<file path="config.mk">
export PLATFORM = sky130hd
export DESIGN_NAME = alu_seq
export DESIGN_NICKNAME = d
export VERILOG_FILES = /design/src/rtl/alu_seq.sv
export SDC_FILE = /design/constraint.sdc
export NUM_CORES = 1
export LEC_CHECK = 0
export CAP_MARGIN = 20
export CORE_ASPECT_RATIO = 0.75
export CORE_MARGIN = 5
export CORE_UTILIZATION = 54
export CTS_BUF_LIST = sky130_fd_sc_hd__clkbuf_4
export DETAILED_ROUTE_END_ITERATION = 10
export PLACE_DENSITY = 0.8
export SYNTH_ARGS = -nofsm -noshare
export SYNTH_HDL_FRONTEND = slang
export SYNTH_SLANG_ARGS = --single-unit
export TNS_END_PERCENT = 10
</file>
<file path="constraint.sdc">
create_clock -name clk -period 2.3 [get_ports clk]
set_input_delay 0.23 -clock clk [delete_from_list [all_inputs] [get_ports clk]]
set_output_delay 0.23 -clock clk [all_outputs]
set_load 0.02 [all_outputs]
</file>
<file path="src/rtl/alu_seq.sv">
// Sequential 4-function ALU (add, sub, shift-add multiply, restoring divide) with hex display driver.
// Define ALU_SEQ_SSEG_EN to compile in the multiplexed seven-segment display; otherwise sseg/an stay dark.
module alu_seq #(
   parameter int WIDTH       = 4,
   parameter int REFRESH_DIV = 50000
) (
   input  logic                 clk,
   input  logic                 rst,
   input  logic                 start,
   input  logic [1:0]           opcode,
   input  logic [WIDTH-1:0]     portA,
   input  logic [WIDTH-1:0]     portB,
   output logic                 busy,
   output logic                 done,
   output logic [2*WIDTH-1:0]   result,
   output logic                 signoresta,
   output logic                 div_by_zero,
   output logic [0:6]           sseg,
   output logic [WIDTH/2-1:0]   an
);

   localparam int NDIG = WIDTH / 2;
   localparam int CW   = $clog2(WIDTH + 1);

   typedef enum logic [1:0] {IDLE, CALC, FINISH} state_t;

   state_t               state;
   logic                 is_div;
   logic [WIDTH-1:0]     opnd;
   logic [2*WIDTH-1:0]   acc;
   logic [CW-1:0]        cnt;

   logic [WIDTH:0]       mul_sum;
   logic [2*WIDTH-1:0]   mul_next;
   logic [WIDTH:0]       div_shift;
   logic                 div_ge;
   logic [WIDTH:0]       div_rem;
   logic [2*WIDTH-1:0]   div_next;
   logic [2*WIDTH-1:0]   step_next;

   // acc holds {partial product, multiplier} for multiply and {remainder, dividend/quotient} for divide
   always_comb begin
      mul_sum   = {1'b0, acc[2*WIDTH-1:WIDTH]} + (acc[0] ? {1'b0, opnd} : '0);
      mul_next  = {mul_sum, acc[WIDTH-1:1]};
      div_shift = {acc[2*WIDTH-1:WIDTH], acc[WIDTH-1]};
      div_ge    = (div_shift >= {1'b0, opnd});
      div_rem   = div_ge ? (div_shift - {1'b0, opnd}) : div_shift;
      div_next  = {div_rem[WIDTH-1:0], acc[WIDTH-2:0], div_ge};
      step_next = is_div ? div_next : mul_next;
   end

   always_ff @(posedge clk) begin
      if (rst) begin
         state       <= IDLE;
         busy        <= 1'b0;
         done        <= 1'b0;
         result      <= '0;
         signoresta  <= 1'b0;
         div_by_zero <= 1'b0;
         is_div      <= 1'b0;
         opnd        <= '0;
         acc         <= '0;
         cnt         <= '0;
      end else begin
         case (state)
            IDLE: begin
               done <= 1'b0;
               if (start) begin
                  busy   <= 1'b1;
                  is_div <= opcode[0];
                  cnt    <= '0;
                  case (opcode)
                     2'd0: begin
                        result      <= {{WIDTH{1'b0}}, portA} + {{WIDTH{1'b0}}, portB};
                        signoresta  <= 1'b0;
                        div_by_zero <= 1'b0;
                        done        <= 1'b1;
                        state       <= FINISH;
                     end
                     2'd1: begin
                        if (portA >= portB) begin
                           result     <= {{WIDTH{1'b0}}, portA - portB};
                           signoresta <= 1'b0;
                        end else begin
                           result     <= {{WIDTH{1'b0}}, portB - portA};
                           signoresta <= 1'b1;
                        end
                        div_by_zero <= 1'b0;
                        done        <= 1'b1;
                        state       <= FINISH;
                     end
                     2'd2: begin
                        acc   <= {{WIDTH{1'b0}}, portB};
                        opnd  <= portA;
                        state <= CALC;
                     end
                     default: begin
                        if (portB == '0) begin
                           result      <= '0;
                           signoresta  <= 1'b0;
                           div_by_zero <= 1'b1;
                           done        <= 1'b1;
                           state       <= FINISH;
                        end else begin
                           acc   <= {{WIDTH{1'b0}}, portA};
                           opnd  <= portB;
                           state <= CALC;
                        end
                     end
                  endcase
               end
            end
            CALC: begin
               acc <= step_next;
               cnt <= cnt + 1'b1;
               if (cnt == CW'(WIDTH - 1)) begin
                  result      <= step_next;
                  signoresta  <= 1'b0;
                  div_by_zero <= 1'b0;
                  done        <= 1'b1;
                  state       <= FINISH;
               end
            end
            default: begin
               done  <= 1'b0;
               busy  <= 1'b0;
               state <= IDLE;
            end
         endcase
      end
   end

`ifdef ALU_SEQ_SSEG_EN
   localparam int RW = (REFRESH_DIV > 1) ? $clog2(REFRESH_DIV) : 1;
   localparam int DW = (NDIG > 1) ? $clog2(NDIG) : 1;

   logic [RW-1:0] refresh_cnt;
   logic [DW-1:0] dig;
   logic [3:0]    nib;

   always_ff @(posedge clk) begin
      if (rst) begin
         refresh_cnt <= '0;
         dig         <= '0;
      end else if (refresh_cnt == RW'(REFRESH_DIV - 1)) begin
         refresh_cnt <= '0;
         dig         <= (dig == DW'(NDIG - 1)) ? '0 : dig + 1'b1;
      end else begin
         refresh_cnt <= refresh_cnt + 1'b1;
      end
   end

   always_comb begin
      nib = '0;
      an  = '1;
      for (int unsigned i = 0; i < NDIG; i++) begin
         if (dig == DW'(i)) begin
            nib   = result[4*i +: 4];
            an[i] = 1'b0;
         end
      end
   end

   // glyph literals are written a..g, left to right, active low
   always_comb begin
      case (nib)
         4'h0:    sseg = 7'b0000001;
         4'h1:    sseg = 7'b1001111;
         4'h2:    sseg = 7'b0010010;
         4'h3:    sseg = 7'b0000110;
         4'h4:    sseg = 7'b1001100;
         4'h5:    sseg = 7'b0100100;
         4'h6:    sseg = 7'b0100000;
         4'h7:    sseg = 7'b0001111;
         4'h8:    sseg = 7'b0000000;
         4'h9:    sseg = 7'b0000100;
         4'hA:    sseg = 7'b0001000;
         4'hB:    sseg = 7'b1100000;
         4'hC:    sseg = 7'b0110001;
         4'hD:    sseg = 7'b1000010;
         4'hE:    sseg = 7'b0110000;
         default: sseg = 7'b0111000;
      endcase
   end
`else
   assign sseg = '1;
   assign an   = '1;
`endif

endmodule

</file>
Word-level counts from Yosys, hierarchy flattened
Index checks and enable logic that the tools add are counted.
{"block": "totals", "ff_bits": 30, "inputBits": 13, "output_inout_bits": 21, "word_cells": 84}
{"block": "op_classes", "add_sub_neg": 6, "order_cmp": 2, "n_eq_ne": 12, "muxes": 39, "bitwise": 2, "reduce_logical": 13}
{"cell": "two-way mux 8 bit", "count": 6}
{"cell": "case mux 8 bit (2 select lines)", "count": 3}
{"cell": "case mux 8 bit (3 select lines)", "count": 1}
{"cell": "two-way mux 4 bit", "count": 4}
{"cell": "case mux 1 bit (2 select lines)", "count": 6}
{"cell": "subtractor 4 bit", "count": 3}
{"cell": "adder 4 x 4 -> 5 bit", "count": 2}
{"cell": "two-way mux 1 bit", "count": 10}
{"cell": "AND reduction 5 bit", "count": 2}
{"cell": "inequality test 2 bit (second input constant)", "count": 4}
{"cell": "case mux 2 bit (2 select lines)", "count": 2}
{"cell": "case mux 4 bit (2 select lines)", "count": 1}
{"cell": "AND reduction 2 bit", "count": 4}
{"cell": "AND reduction 4 bit", "count": 2}
{"cell": "two-way mux 2 bit", "count": 3}
{"cell": "case mux 3 bit (2 select lines)", "count": 1}
{"cell": ">= comparator 5 x 4 -> 1 bit", "count": 1}
{"cell": "== test 2 x 1 -> 1 bit (second input constant)", "count": 2}
{"cell": ">= comparator 4 bit", "count": 1}
{"cell": "zero test 2 bit", "count": 2}
{"cell": "zero test 4 bit", "count": 1}
{"cell": "inequality test 4 x 2 -> 1 bit (second input constant)", "count": 1}
{"cell": "adder 3 x 1 -> 3 bit (second input constant)", "count": 1}
{"cell": "== test 3 x 2 -> 1 bit (second input constant)", "count": 1}
{"cell": "other kinds (9)", "count": 10}

Depth between registers and ports, before layout
Gate-level depths: netlist of the first run.
{"block": "depth", "ltp_word": 5, "ltp_mapped": 9, "mapped_depth_nobuf": 9}

Worst setup path before layout of the first run
OpenSTA, ideal clock, no wires.
{"block": "synth_path", "path_kind": "input -> register", "from": "input port portA[2]", "to": "register result[1]", "setup_ns": 0.117, "arrival_ns": 1.682, "required_ns": 2.183, "path_slack_ns": 0.500, "path_stages": 8, "path_buffers": 1, "path_cell_list": "inv_1 ha_1 clkbuf_1 nand2_1 o21ai_0 mux2i_1 o21ai_0 a32o_1"}
{"block": "synth_via", "elab_chain_cells": 5}
{"element": "start: declaration", "line_no": "11", "rtl": "input logic [WIDTH-1:0] portA,"}
{"element": ">= comparator 4 bit", "line_no": "81", "rtl": "if (portA >= portB) begin"}
{"element": "two-way mux 4 bit", "line_no": "81"}
{"element": "case mux 8 bit (3 select lines)", "line_no": "72", "rtl": "case (opcode)"}
{"element": "two-way mux 8 bit", "line_no": "68", "rtl": "if (start) begin"}
{"element": "case mux 8 bit (2 select lines)", "line_no": "65", "rtl": "case (state)"}
{"element": "end signal: assignment", "line_no": "74", "rtl": "result <= {{WIDTH{1'b0}}, portA} + {{WIDTH{1'b0}}, portB};"}
{"element": "end signal: assignment", "line_no": "82", "rtl": "result <= {{WIDTH{1'b0}}, portA - portB};"}
{"element": "end signal: assignment", "line_no": "85", "rtl": "result <= {{WIDTH{1'b0}}, portB - portA};"}
{"element": "end: declaration", "line_no": "15", "rtl": "output logic [2*WIDTH-1:0] result,"}
Every way passes these cells. The select of a mux whose other input is x is not followed.
A chain may end at the register's enable or synchronous reset.

Worst setup path in the final report of the first run
{"block": "layout_path", "from": "input port portA[1]", "to": "register result[3]"}
{"block": "layout_via", "elab_chain_cells": 5, "word_cells_on_any_way": 8, "classes_between": "3 x add/sub; 1 x order compare; 4 x mux"}
{"element": "subtractor 4 bit (tied with other cells)", "line_no": "85"}
{"element": "two-way mux 4 bit", "line_no": "81"}
{"element": "case mux 8 bit (3 select lines) *", "line_no": "72"}
{"element": "two-way mux 8 bit *", "line_no": "68"}
{"element": "case mux 8 bit (2 select lines) *", "line_no": "65"}
Every way passes the cells marked *; elsewhere a longest branch is shown, timed or not. The select of a mux whose other input is x is not followed.

==> metrics.cfg, run 1 <==
[logic_synthesis]
avgSynthCellArea_um2 = 7.87
yosysTopAreaCellShare_pct = 26.0
synth_area_leaders = dfxtp_1, ha_1, a21oi_1, fa_1, nand2_1
ys_seq_area_share_pct = 26.0
yosysWarnings = 0
synth_cells = 293
ys_ff_latch = 30
synth_edf_count = 0
synthArstFlopShare_pct = 0
yosysTopAreaCell = dfxtp_1
ys_types = 47
synth-main-ff-cell = dfxtp_1
syn_area_um2 = 2310

[drt]
ant_nets = 0
wl_met2_um = 2510
via_count = 2270
via_per_inst = 5.82
dr.pass1.iters = 5
drt-initial-drc-count = 175
drt-met1-wl_um = 3030
drt-wirelength-per-cell_um = 15.5
drcViolationCount = 0
wl_met3_um = 452
top_layer = met4
drt-total-wl_um = 6060

[grt]
grt_pass1_vias = 2136
grt_use_total_pct = 22.9
grt_max_degree = 22
antenna_found_initial = 0
grt_pass1_wl_um = 10400
gr-total-overflow = 0

[worst_setup_path]
start_kind = input port
required_ns = 2.56
worstPathMaxFanout = 4
path_class = in -> reg
crit_arrival_ns = 2.34
endpoint_kind = flop

[die]
initial_utilization_pct = 56.5
num_rows = 20
io_pins = 34
core_um2 = 4080
fp.dieH_um = 66.6
die_x_um = 85.5
dieArea_um2 = 5690

[sta]
period_share_pct = 90.3
skew_ns = 0.0106
rsz0062_at_grt = no
clock.fmax_mhz = 481
fin_hold_ws_ns = 0.467
slew_viol_final = 0
finalHoldViolCount = 0
worst_pin_slew_ns = 0.579
finalSetupViolCount = 0
min_period_ns = 2.08
slew_headroom_pct = 61.3

[run]
max_cap_violations = 0

[clock_tree]
cts_tree = yes
cts_buffers = 5
clk_pin_slew_ns = 0.10
cts_buffer_depth = 2
clk_latency_ns = 0.34
ctsRootBufferMaster = clkbuf_4
clock-sinks = 30
htree_levels = 2

[cells_and_area]
layout-drive-gt1-share_pct = 10.7
diodes = 0
final_area_um2 = 2810
area_growth_pct = 21.9
final_nets = 373

[power]
power.total_uw = 1530
p_per_area_nw_per_um2 = 544
ir_worst_vdd_mv = 0.344
p_leak_uw = 0.00121

[place]
io_buffers = 24
gp_congestion = 0.924
place_area_um2 = 2710
place_hpwl_um = 4820

[outcome]
outcome = complete, no violations

[hold_path]
hold_class = reg -> reg

## final cells by class
class,count,area (um^2)
flip-flops and latches,30,601
clock inverters,3,63.8
repair buffers,48,420
inverters,24,90.1
well taps,55,68.8
multi-input cells,225,1530
clock buffers,5,37.5
fillers,356,1270
## kinds of logic (layout without fill, tap and decap cells)
family	Yosys count	in the layout	share of synthesized area [%]
XOR/XNOR	3	3	1.14
AO/OA/AOI/OAI	90	90	25.7
adder cells (fa/ha/maj)	26	26	15.7
multiplexers	8	8	3.53
flip-flops	30	30	26.0
other	1	9	0.163
AND/OR/NAND/NOR	89	89	18.8
buffers and inverters	46	80	8.95
## state kept, by name (all words and copies together) (netlist names)
name / flops
state: 2
result: 8
done: 1
cnt: 3
is_div: 1
acc: 8
signoresta: 1
opnd: 4
busy: 1
div_by_zero: 1
## power by group
part	switching, uW	internal [uW]	leakage [uW]
sequential	27.5	546	0.000245
combinational	246	184	0.000914
clock	190	335	0.0000528
total	463	1060	0.00121
## Yosys cell counts (all sizes together) (3+ instances only)
cell / n
nor3: 3
o22ai: 4
a31oi: 6
nand2b: 5
and2: 4
clkbuf: 12
nand3: 10
inv: 24
nor2: 24
dfxtp: 30
a21oi: 21
o211ai: 6
o21a: 6
o21ai: 18
a21o: 3
nand2: 25
mux2i: 7
fa: 5
a211oi: 6
buf: 10
o31ai: 3
nor2b: 8
ha: 21
## per-stage QoR
step	setup WS (ns)	setup TNS, ns	std cells	util (%)
2_1_floorplan	0.500	0	301	-
3_3_place_gp	0.00852	0	382	66.4
3_5_place_dp	-0.0570	-0.150	382	66.4
4_1_cts	0.230	0	390	68.9
5_1_grt	0.0777	0	390	68.9
6_report	0.223	0	390	68.9
## worst max-delay path, stage by stage
cell and delay (ns):
clkdlybuf4s50_1 0.53, inv_1 0.08, ha_1 0.36, a21oi_1 0.11
o21ai_0 0.42, mux2i_1 0.25, nand4_1 0.13, a31oi_1 0.23
## layer usage
metal / vias to the layer above / global-route usage, %
met5: - / 0
met4: 0 / 4.94
met3: 11 / 3.83
met2: 100 / 34.3
met1: 1051 / 34.1
li1: 1108 / -
## path summary, 6_finish.rpt
path / end / depth (start not counted) / start / slack [ns]
setup / recovery: result[3] / 8 / portA[1] / 0.22
hold / removal: div_by_zero / 2 / div_by_zero / 0.47
setup reg to reg: result[0] / 7 / opnd[2] / 0.28
hold reg to reg: div_by_zero / 2 / div_by_zero / 0.47
## layout by cell type (no fill, tap or decap), types with 7 or more instances in the layout
cell,netlist,final
nand3_1,10,10
a21oi_1,21,21
o21ai_0,18,17
nor2_1,24,24
clkdlybuf4s50_1,0,24
buf_4,9,24
inv_1,24,24
nand2_1,25,25
ha_1,21,21
nor2b_1,8,8
dfxtp_1,30,30
conb_1,1,9
mux2i_1,7,7
## what timing repair did
item | 4_1_cts | 5_1_grt
hold buffers | 0 | 0
endpoints found under the hold margin | 0 | 0
buffers inserted | 0 | 0
setup endpoints to repair | 0 | 1
resized for setup | 0 | 1
Power figures use the tool's default switching activity.
==> run 2, diff against run 1 <==
--- a/config.mk
+++ b/config.mk
@@ -9,7 +9,7 @@
 export CORE_ASPECT_RATIO = 0.75
 export CORE_MARGIN = 5
 export CORE_UTILIZATION = 54
-export CTS_BUF_LIST = sky130_fd_sc_hd__clkbuf_4
+export CTS_CLUSTER_SIZE = 25
 export DETAILED_ROUTE_END_ITERATION = 10
 export PLACE_DENSITY = 0.8
 export SYNTH_ARGS = -nofsm -noshare
==> run 2 against run 1 <==
  * Sequential share of layout area decreased by 0.31 points
  * Cell area increased by 1.5%
  * Critical path depth unchanged
  * Fmax decreased by 2.5%
  * Sequential cell count unchanged
  * Via count decreased by 0.26%
  * Non-clock buffer count unchanged
  * Critical path type unchanged
  * Die area unchanged
  * Critical endpoint is now signoresta
  * Sequential power about the same
  * Largest cell class unchanged
  * Clock power increased by 27%
  * Hold slack got worse by 0.0048 ns
==> metrics.cfg, run 2 (same netlist as run 1, synthesis figures left out) <==
[outcome]
outcome = complete, no violations

[grt]
grt_pass1_wl_um = 10500  ; +1.8%
grt_max_degree = 22  ; unchanged
gr-total-overflow = 0  ; unchanged
grt_use_total_pct = 23.6  ; +0.68 points
antenna_found_initial = 0  ; unchanged
grt_pass1_vias = 2155  ; +0.89%

[cells_and_area]
final_cell_mix = dfxtp_1, nand2_1
diodes = 0  ; unchanged
fin_util_pct = 69.9  ; +1.0 points
final_nets = 373  ; unchanged
final_common_cell = dfxtp_1
final_cells = 390  ; unchanged
area_growth_pct = 23.7
layout-drive-gt1-share_pct = 11.0  ; +0.30 points
top_regs = acc (8), result (8), opnd (4)

[worst_setup_path]
crit_arrival_ns = 2.35  ; about the same
worstPathMaxFanout = 3  ; -1
path_common_cell = a21oi_1
required_ns = 2.52  ; -0.04 ns
cp.buffers_inverters = 2  ; unchanged
worstPathCellList = clkdlybuf4s50_1 -> ha_1 -> inv_1 -> fa_1 -> a21oi_1 -> o21ai_0 -> or4_1 -> a21oi_1
critPathTopFamily = compound AO/OA/AOI/OAI gates
start_kind = input port
crit_slowest_cell = clkdlybuf4s50_1
slowest_delay_ns = 0.48  ; -0.05 ns
r2r_slack_ns = 0.31  ; +0.03 ns
endpoint_kind = flop
path_class = in -> reg

[hold_path]
hold_class = reg -> reg

[drt]
via_per_inst = 5.81  ; -0.26%
ant_nets = 0  ; unchanged
via_count = 2264  ; -0.26%
dr.pass1.iters = 4  ; -1
drt-total-wl_um = 6250  ; +3.1%
drt-wirelength-per-cell_um = 16.0  ; +3.1%
drt-initial-drc-count = 201  ; +15%
drcViolationCount = 0  ; unchanged

[power]
p_per_area_nw_per_um2 = 586  ; +7.8%
p_leak_uw = 0.00123  ; +1.5%
ir_worst_vdd_mv = 0.359  ; +4.4%

[die]
fp.dieH_um = 66.6  ; unchanged
io_pins = 34  ; unchanged
die_x_um = 85.5  ; unchanged
dieArea_um2 = 5690  ; unchanged
num_rows = 20  ; unchanged
initial_utilization_pct = 56.5  ; unchanged
core_um2 = 4080  ; unchanged

[clock_tree]
clk_pin_slew_ns = 0.07  ; -0.03 ns
cts_buffers = 5  ; unchanged
clock-sinks = 30  ; unchanged
cts_tree = yes
cts_buffer_depth = 2  ; unchanged
clk_latency_ns = 0.29  ; -0.05 ns
htree_levels = 2  ; unchanged
holdBufCountCts = 0  ; unchanged
ctsRootBufferMaster = clkbuf_8

[sta]
clock.fmax_mhz = 469  ; -2.5%
slew_viol_final = 0  ; unchanged
finalHoldViolCount = 0  ; unchanged
fin_hold_ws_ns = 0.462  ; -0.00482 ns
skew_ns = 0.00717  ; -0.00340 ns
finalSetupViolCount = 0  ; unchanged
slew_headroom_pct = 62.1  ; +0.80 points
min_period_ns = 2.13  ; +0.0531 ns
period_share_pct = 92.6  ; +2.3 points
rsz0062_at_grt = no
worst_pin_slew_ns = 0.567  ; -0.0120 ns
fin_ws_ns = 0.170  ; -0.0531 ns

[place]
io_buffers = 24  ; unchanged
place_hpwl_um = 4820  ; unchanged
gp_congestion = 0.924  ; unchanged
dp.cells = 382  ; unchanged
preCtsSetupSlack_ns = -0.0570  ; unchanged

[run]
max_cap_violations = 0  ; unchanged

-- run 2: changes by cell type in the layout (fill, tap and decap cells not counted), sizes merged --
cell    before  now
clkinv       1    0
clkbuf       5    6
-- run 2: area by class of cell --
type | count | area (um^2)
clock buffers | 6 | 82.6
clock inverters | 2 | 60.1
fillers | 351 | 1230
inverters | 24 | 90.1
multi-input cells | 225 | 1530
flip-flops and latches | 30 | 601
well taps | 55 | 68.8
repair buffers | 48 | 420
-- run 2: timing repair --
item,CTS,global route
resized for setup,0,1
endpoints found under the setup margin,0,1
hold endpoints to repair,0,0
buffers inserted,0,0
-- run 2: through the flow --
stage                     area (um^2)  setup TNS (ns)  power (uW)
after floorplan                  2340               0         850
after global placement           2710               0         999
after detailed placement         2710          -0.150        1000
after CTS                        2850               0        1680
after global routing             2850               0        1750
final                            2850               0        1670
-- run 2: path summary, 6_finish.rpt --
kind	start	endpoint	cells after the start
worst min-delay path	div_by_zero	div_by_zero	2
worst max register to register	opnd[2]	result[0]	7
worst min register to register	div_by_zero	div_by_zero	2
worst max-delay path	portB[0]	signoresta	8
-- run 2: tightest hold or removal path: cells and delay by family (launching register included) --
kind | cells | cell delay [ns]
AOI/OAI and AO/OA | 1 | 0.05
DFF | 1 | 0.31
and+or+nand+nor | 1 | 0.05
-- run 2: power by group --
part / internal, uW / total, uW / switching (uW)
Clock: 462 / 667 / 205
Sequential: 547 / 574 / 27.6
Combinational: 184 / 431 / 247
Total: 1190 / 1670 / 480
-- run 2: routing by layer --
metal  GRT usage (%)  share of wire [%]  vias up
met4            4.94                1.1        0
met1            34.3                 49     1059
met5               0                  0        -
met2            35.4                 42       91
li1                -                  -     1103
met3            5.32                7.1       11
==> RTL edit 1 (settings of run 1) <==
The option `ALU_SEQ_SSEG_EN` is turned on by a define.
--- a/src/rtl/alu_seq.sv
+++ b/src/rtl/alu_seq.sv
@@ -1,5 +1,7 @@
 // Sequential 4-function ALU (add, sub, shift-add multiply, restoring divide) with hex display driver.
 // Define ALU_SEQ_SSEG_EN to compile in the multiplexed seven-segment display; otherwise sseg/an stay dark.
+`define ALU_SEQ_SSEG_EN
+
 module alu_seq #(
    parameter int WIDTH       = 4,
    parameter int REFRESH_DIV = 50000
Function: changed (a bounded check fails within 4 cycles, from zero or initial values and one cycle with rst high).
==> RTL edit 1 against run 1 <==
- synthesized cell count rose by 37%
- clock power barely moved
- sequential cell count up 17
- power is 32% higher
- first-iteration DRC count grew 69%
- via count increased by 33%
- critical endpoint is now sseg[3]
- worst setup slack got worse by 0.20 ns
- register-to-register slack worse by 0.15 ns
- routed wire length increased by 37%
- final cell count up 36%
- core utilization shrank 1.9 points
- critical path depth down 2
- final area is 39% higher
- largest power group unchanged
- synthesized area increased by 41%
==> RTL edit 1: results (changes against run 1) <==
* Status: finished, final reports clean
* Adder-cell area share of the yosys netlist at 13.9% (-1.9 points)
* HPWL Detailed at 6480 microns (+34%)
* Pin count of the biggest net entering global routing at 27 (+23%)
* Final RePlAce weighted congestion at 0.902 (-2.4%)
* Synth Area in Compound Gates at 19.5% (-6.2 points)
* Post-CTS Setup Bufs at 0 (unchanged)
* # resized after CTS at 14 (+14)
* Worst VDD drop at 0.392 mV (+14%)
* Drt via density at 5.69 (-2.2%)
* Yosys warning count at 0 (unchanged)
* Initial antenna violation count at 0 (unchanged)
* Commonest non-fill, non-tap cell in the layout: nor2_1
* M1 GR Usage at 31.0% (-3.1 points)
* Met3 wire length at 649 microns (+44%)
* Post-synthesis mux area share at 4.81% (+1.3 points)
* Met3 usage at 4.26% (+0.43 points)
* Global-route wire length before repair at 13800 microns (+33%)
* Syn nets at 447
* Largest regs: refresh_cnt (16), acc (8), result (8)
* Synth cell count leaders: 54 x nor2_1, 47 x dfxtp_1, 38 x nand2_1, 30 x inv_1, 28 x ha_1
* Place WS at -0.145 ns (-0.0885 ns)
* Vias in the first global route at 2964 (+39%)
* Area contributors post-synth: dfxtp_1 29%, ha_1 11%, nor2_1 6.2%
* Layout cells sized above 1 at 12.8% (+2.1 points)
* Routed wl met2 at 3600 microns (+44%)
* Worst endpoint data arrival time at 2.05 ns (-0.29 ns)
* Placement Cell Area at 0.00380 sq mm (+40%)
* Clock Path Buffers at 2 (unchanged)
* # nets final at 498 (+34%)
* Seq/Total Area, Yosys at 28.9% (+2.9 points)
* Total wire length at 8320 microns (+37%)
* Reg clk slew, reported paths at 0.15 ns (+0.05 ns)
* Leakage at 1.62 nW (+33%)
* Clock latency on the worst-skew pair at 0.37 ns (+0.03 ns)
* Post-synth ARST share at 0% (unchanged)
* DRT met1 WL at 4000 microns (+32%)
* Max-Slew Margin vs Limit at 60.2% (-1.1 points)
* Met2 track demand over resource at 34.7% (+0.42 points)
* Post-Synth XOR/XNOR Area at 5.12% (+4.0 points)
* Clock skew at 0.0101 ns (-0.000427 ns)
* PortBufs at 33 (+38%)
* GRT Util Overall at 21.9% (-0.99 points)
* First DRT Iteration DRCs at 296 (+69%)
* Distinct cells, synth at 58 (+23%)
## RTL edit 1: cell type report
| cell class | count | area (sq um) |
|---|---|---|
| Timing Repair Buffer | 60 | 518 |
| Multi-Input combinational cell | 307 | 2140 |
| Clock inverter | 3 | 46.3 |
| Clock buffer | 5 | 37.5 |
| Inverter | 31 | 116 |
| Sequential cell | 47 | 945 |
| Fill cell | 488 | 1920 |
| Tap cell | 78 | 97.6 |
## RTL edit 1: where the power goes
group | internal, mW | total [mW] | switching, mW
Clock | 0.233 | 0.524 | 0.292
Combinational | 0.255 | 0.594 | 0.339
Sequential | 0.850 | 0.892 | 0.0422
## RTL edit 1: worst max-delay path, cell delays in order, from the launching register on
cell	delay, ns
dfxtp_4	0.42
mux2i_4	0.29
ha_1	0.30
nor2_1	0.11
a211oi_1	0.05
a31oi_1	0.17
clkdlybuf4s15_1	0.33
## RTL edit 1: through the flow
stage	TNS [ns]	hold WS, ns	std cells	power (mW)
after global placement	-0.0269	0.437	523	1.48
after CTS	0	0.471	531	2.00
final	0	0.468	531	2.01
after floorplan	0	0.374	401	1.26
after detailed placement	-0.145	0.447	523	1.50
after global routing	-0.0765	0.496	531	2.11
## RTL edit 1: logic make-up (layout without fill, tap and decap cells)
kind of cell               after synthesis  count (layout)
and+or+nand+nor                        146             146
xor gates and xnor gates                19              19
DFF                                     47              47
buffers and inverters                   47              99
muxes                                   15              15
AOI/OAI and AO/OA                       94              94
adders and majority gates               33              33
## RTL edit 1: worst paths after layout
kind	start	end	slack, ns	cells past startpoint
setup / recovery	dig	sseg[3]	0.02	6
hold reg to reg	div_by_zero	div_by_zero	0.47	2
setup reg to reg	opnd[3]	result[4]	0.13	7
hold / removal	div_by_zero	div_by_zero	0.47	2
==> RTL edit 2 (flow settings as in run 1) <==
Without the edit above. Register the output `done` once more, with the module's reset; this adds one clock of latency there. The other outputs are not delayed to match.
--- a/src/rtl/alu_seq.sv
+++ b/src/rtl/alu_seq.sv
@@ -24,6 +24,8 @@
 
    typedef enum logic [1:0] {IDLE, CALC, FINISH} state_t;
 
+   logic done_s0;
+
    state_t               state;
    logic                 is_div;
    logic [WIDTH-1:0]     opnd;
@@ -53,7 +55,7 @@
       if (rst) begin
          state       <= IDLE;
          busy        <= 1'b0;
-         done        <= 1'b0;
+         done_s0     <= 1'b0;
          result      <= '0;
          signoresta  <= 1'b0;
          div_by_zero <= 1'b0;
@@ -64,7 +66,7 @@
       end else begin
          case (state)
             IDLE: begin
-               done <= 1'b0;
+               done_s0 <= 1'b0;
                if (start) begin
                   busy   <= 1'b1;
                   is_div <= opcode[0];
@@ -74,7 +76,7 @@
                         result      <= {{WIDTH{1'b0}}, portA} + {{WIDTH{1'b0}}, portB};
                         signoresta  <= 1'b0;
                         div_by_zero <= 1'b0;
-                        done        <= 1'b1;
+                        done_s0     <= 1'b1;
                         state       <= FINISH;
                      end
                      2'd1: begin
@@ -86,7 +88,7 @@
                            signoresta <= 1'b1;
                         end
                         div_by_zero <= 1'b0;
-                        done        <= 1'b1;
+                        done_s0     <= 1'b1;
                         state       <= FINISH;
                      end
                      2'd2: begin
@@ -99,7 +101,7 @@
                            result      <= '0;
                            signoresta  <= 1'b0;
                            div_by_zero <= 1'b1;
-                           done        <= 1'b1;
+                           done_s0     <= 1'b1;
                            state       <= FINISH;
                         end else begin
                            acc   <= {{WIDTH{1'b0}}, portA};
@@ -117,12 +119,12 @@
                   result      <= step_next;
                   signoresta  <= 1'b0;
                   div_by_zero <= 1'b0;
-                  done        <= 1'b1;
+                  done_s0     <= 1'b1;
                   state       <= FINISH;
                end
             end
             default: begin
-               done  <= 1'b0;
+               done_s0 <= 1'b0;
                busy  <= 1'b0;
                state <= IDLE;
             end
@@ -187,5 +189,13 @@
    assign an   = '1;
 `endif
 
+   always_ff @(posedge clk) begin
+      if (rst) begin
+         done <= '0;
+      end else begin
+         done <= done_s0;
+      end
+   end
+
 endmodule
 
Function: changed (Yosys sat finds a counterexample within 4 cycles, from zero or initial values and one cycle with rst high).
==> RTL edit 2 against run 1 <==
- fmax fell by 2.0%
- routed wire length shrank 5.3%
- final area is 2.8% higher
- synthesized area increased by 1.3%
- worst setup slack lost 0.041 ns
- via count down 2.6%
- sequential cell count rose by 1
- power decreased by 9.4%
- critical endpoint is now result[1]
- largest cell class unchanged
- highest routed layer unchanged
==> RTL edit 2: results (changes against run 1) <==
* # nets final at 386 (+3.5%)
* Seq/Total Area, Yosys at 26.6% (+0.52 points)
* Worst path max stage delay at 0.41 ns (-0.12 ns)
* Vias at 2211 (-2.6%)
* WL/cell at 14.2 microns (-8.4%)
* Post-synthesis mux area share at 4.39% (+0.87 points)
* Pin count of the biggest net entering global routing at 28 (+27%)
* Place WS at -0.256 ns (-0.199 ns)
* Mean post-synth cell area at 8.00 sq um (+1.6%)
* Status: finished, final reports clean
* DR pass1 iterations at 4 (-1)
* Area contributors post-synth: dfxtp_1 27%, ha_1 11%, a21oi_1 6.6%
* Final RePlAce weighted congestion at 0.970 (+5.0%)
* Worst endpoint data arrival time at 2.37 ns (+0.03 ns)
* HPWL Detailed at 4750 microns (-1.6%)
* GRT Util Overall at 21.1% (-1.8 points)
* Adder-cell area share of the yosys netlist at 15.5% (-0.20 points)
* Vias in the first global route at 2027 (-5.1%)
* Total wire length at 5740 microns (-5.3%)
* Global-route wire length before repair at 9540 microns (-7.9%)
* Synth Area in Compound Gates at 23.8% (-1.9 points)
* Placed cell count at 395 (+3.4%)
* Worst VDD drop at 0.298 mV (-13%)
* First DRT Iteration DRCs at 121 (-31%)
* Clock skew at 0.0130 ns (+0.00241 ns)
* Post-Synth XOR/XNOR Area at 1.50% (+0.36 points)
==> RTL edit 2: changes by cell type after synthesis, moves of 3 or more <==
| cell | before | now |
|---|---|---|
| o22ai_1 | 4 | 0 |
| nor3_1 | 3 | 7 |
| nand2_1 | 25 | 20 |
| nor2_1 | 24 | 30 |
| a21oi_1 | 21 | 31 |
| o211ai_1 | 6 | 3 |
| buf_2 | 0 | 3 |
| nor2b_1 | 8 | 5 |
| o21ai_0 | 18 | 9 |
| clkbuf_1 | 12 | 9 |
| a31oi_1 | 6 | 2 |
==> RTL edit 2: power breakdown <==
group	total [mW]	switching, mW	leakage [nW]	internal, mW
clock	0.305	0.193	0.0263	0.112
combinational	0.476	0.255	0.966	0.221
sequential	0.604	0.0321	0.253	0.571
total	1.38	0.480	1.25	0.905
==> RTL edit 2: cell families (layout without fill, tap and decap cells) <==
family	count (synthesis)	count (layout)
xor gates and xnor gates	4	4
DFF	31	31
AOI/OAI and AO/OA	82	82
buffers and inverters	46	94
other	1	9
and+or+nand+nor	92	92
muxes	10	10
adders and majority gates	26	26
==> RTL edit 2: layout make-up <==
type	instances	area, sq um
timing repair buffer	61	518
multi-input combinational	223	1540
sequential	31	621
clock inverter	3	15.0
clock buffer	5	37.5
inverter	25	93.8
tap	55	68.8
fill	329	1210
==> RTL edit 2: routing by layer <==
layer	share of wire (%)	global-route usage (%)	vias to the layer above	routed length, microns
met3	7.4	4.45	9	425
met1	50	30.9	1004	2870
met4	0.71	3.95	0	41
met5	0	0	-	0
li1	-	-	1120	-
met2	42	31.8	78	2400
==> RTL edit 2: path summary, 6_finish.rpt <==
path | from | endpoint | slack, ns
min reg2reg | div_by_zero | div_by_zero | 0.46
max | portA[0] | result[1] | 0.18
min | div_by_zero | div_by_zero | 0.46
max reg2reg | opnd[1] | result[4] | 0.26
==> RTL edit 2: through the flow <==
stage / setup TNS [ns] / util (%) / instance area [sq um]
after CTS: 0 / 70.4 / 2890
after detailed placement: -0.636 / 69.1 / 2840
after global routing: 0 / 70.4 / 2890
after floorplan: 0 / - / 2370
after global placement: -0.328 / 69.1 / 2840
final: 0 / 70.4 / 2890
==> RTL edit 2: worst max-delay path, delay by kind of cell <==
family / cells / cell delay [ns]
adders and majority gates: 2 / 0.58
buffers and inverters: 3 / 0.55
AOI/OAI and AO/OA: 3 / 0.53
and+or+nand+nor: 1 / 0.31
muxes: 1 / 0.16
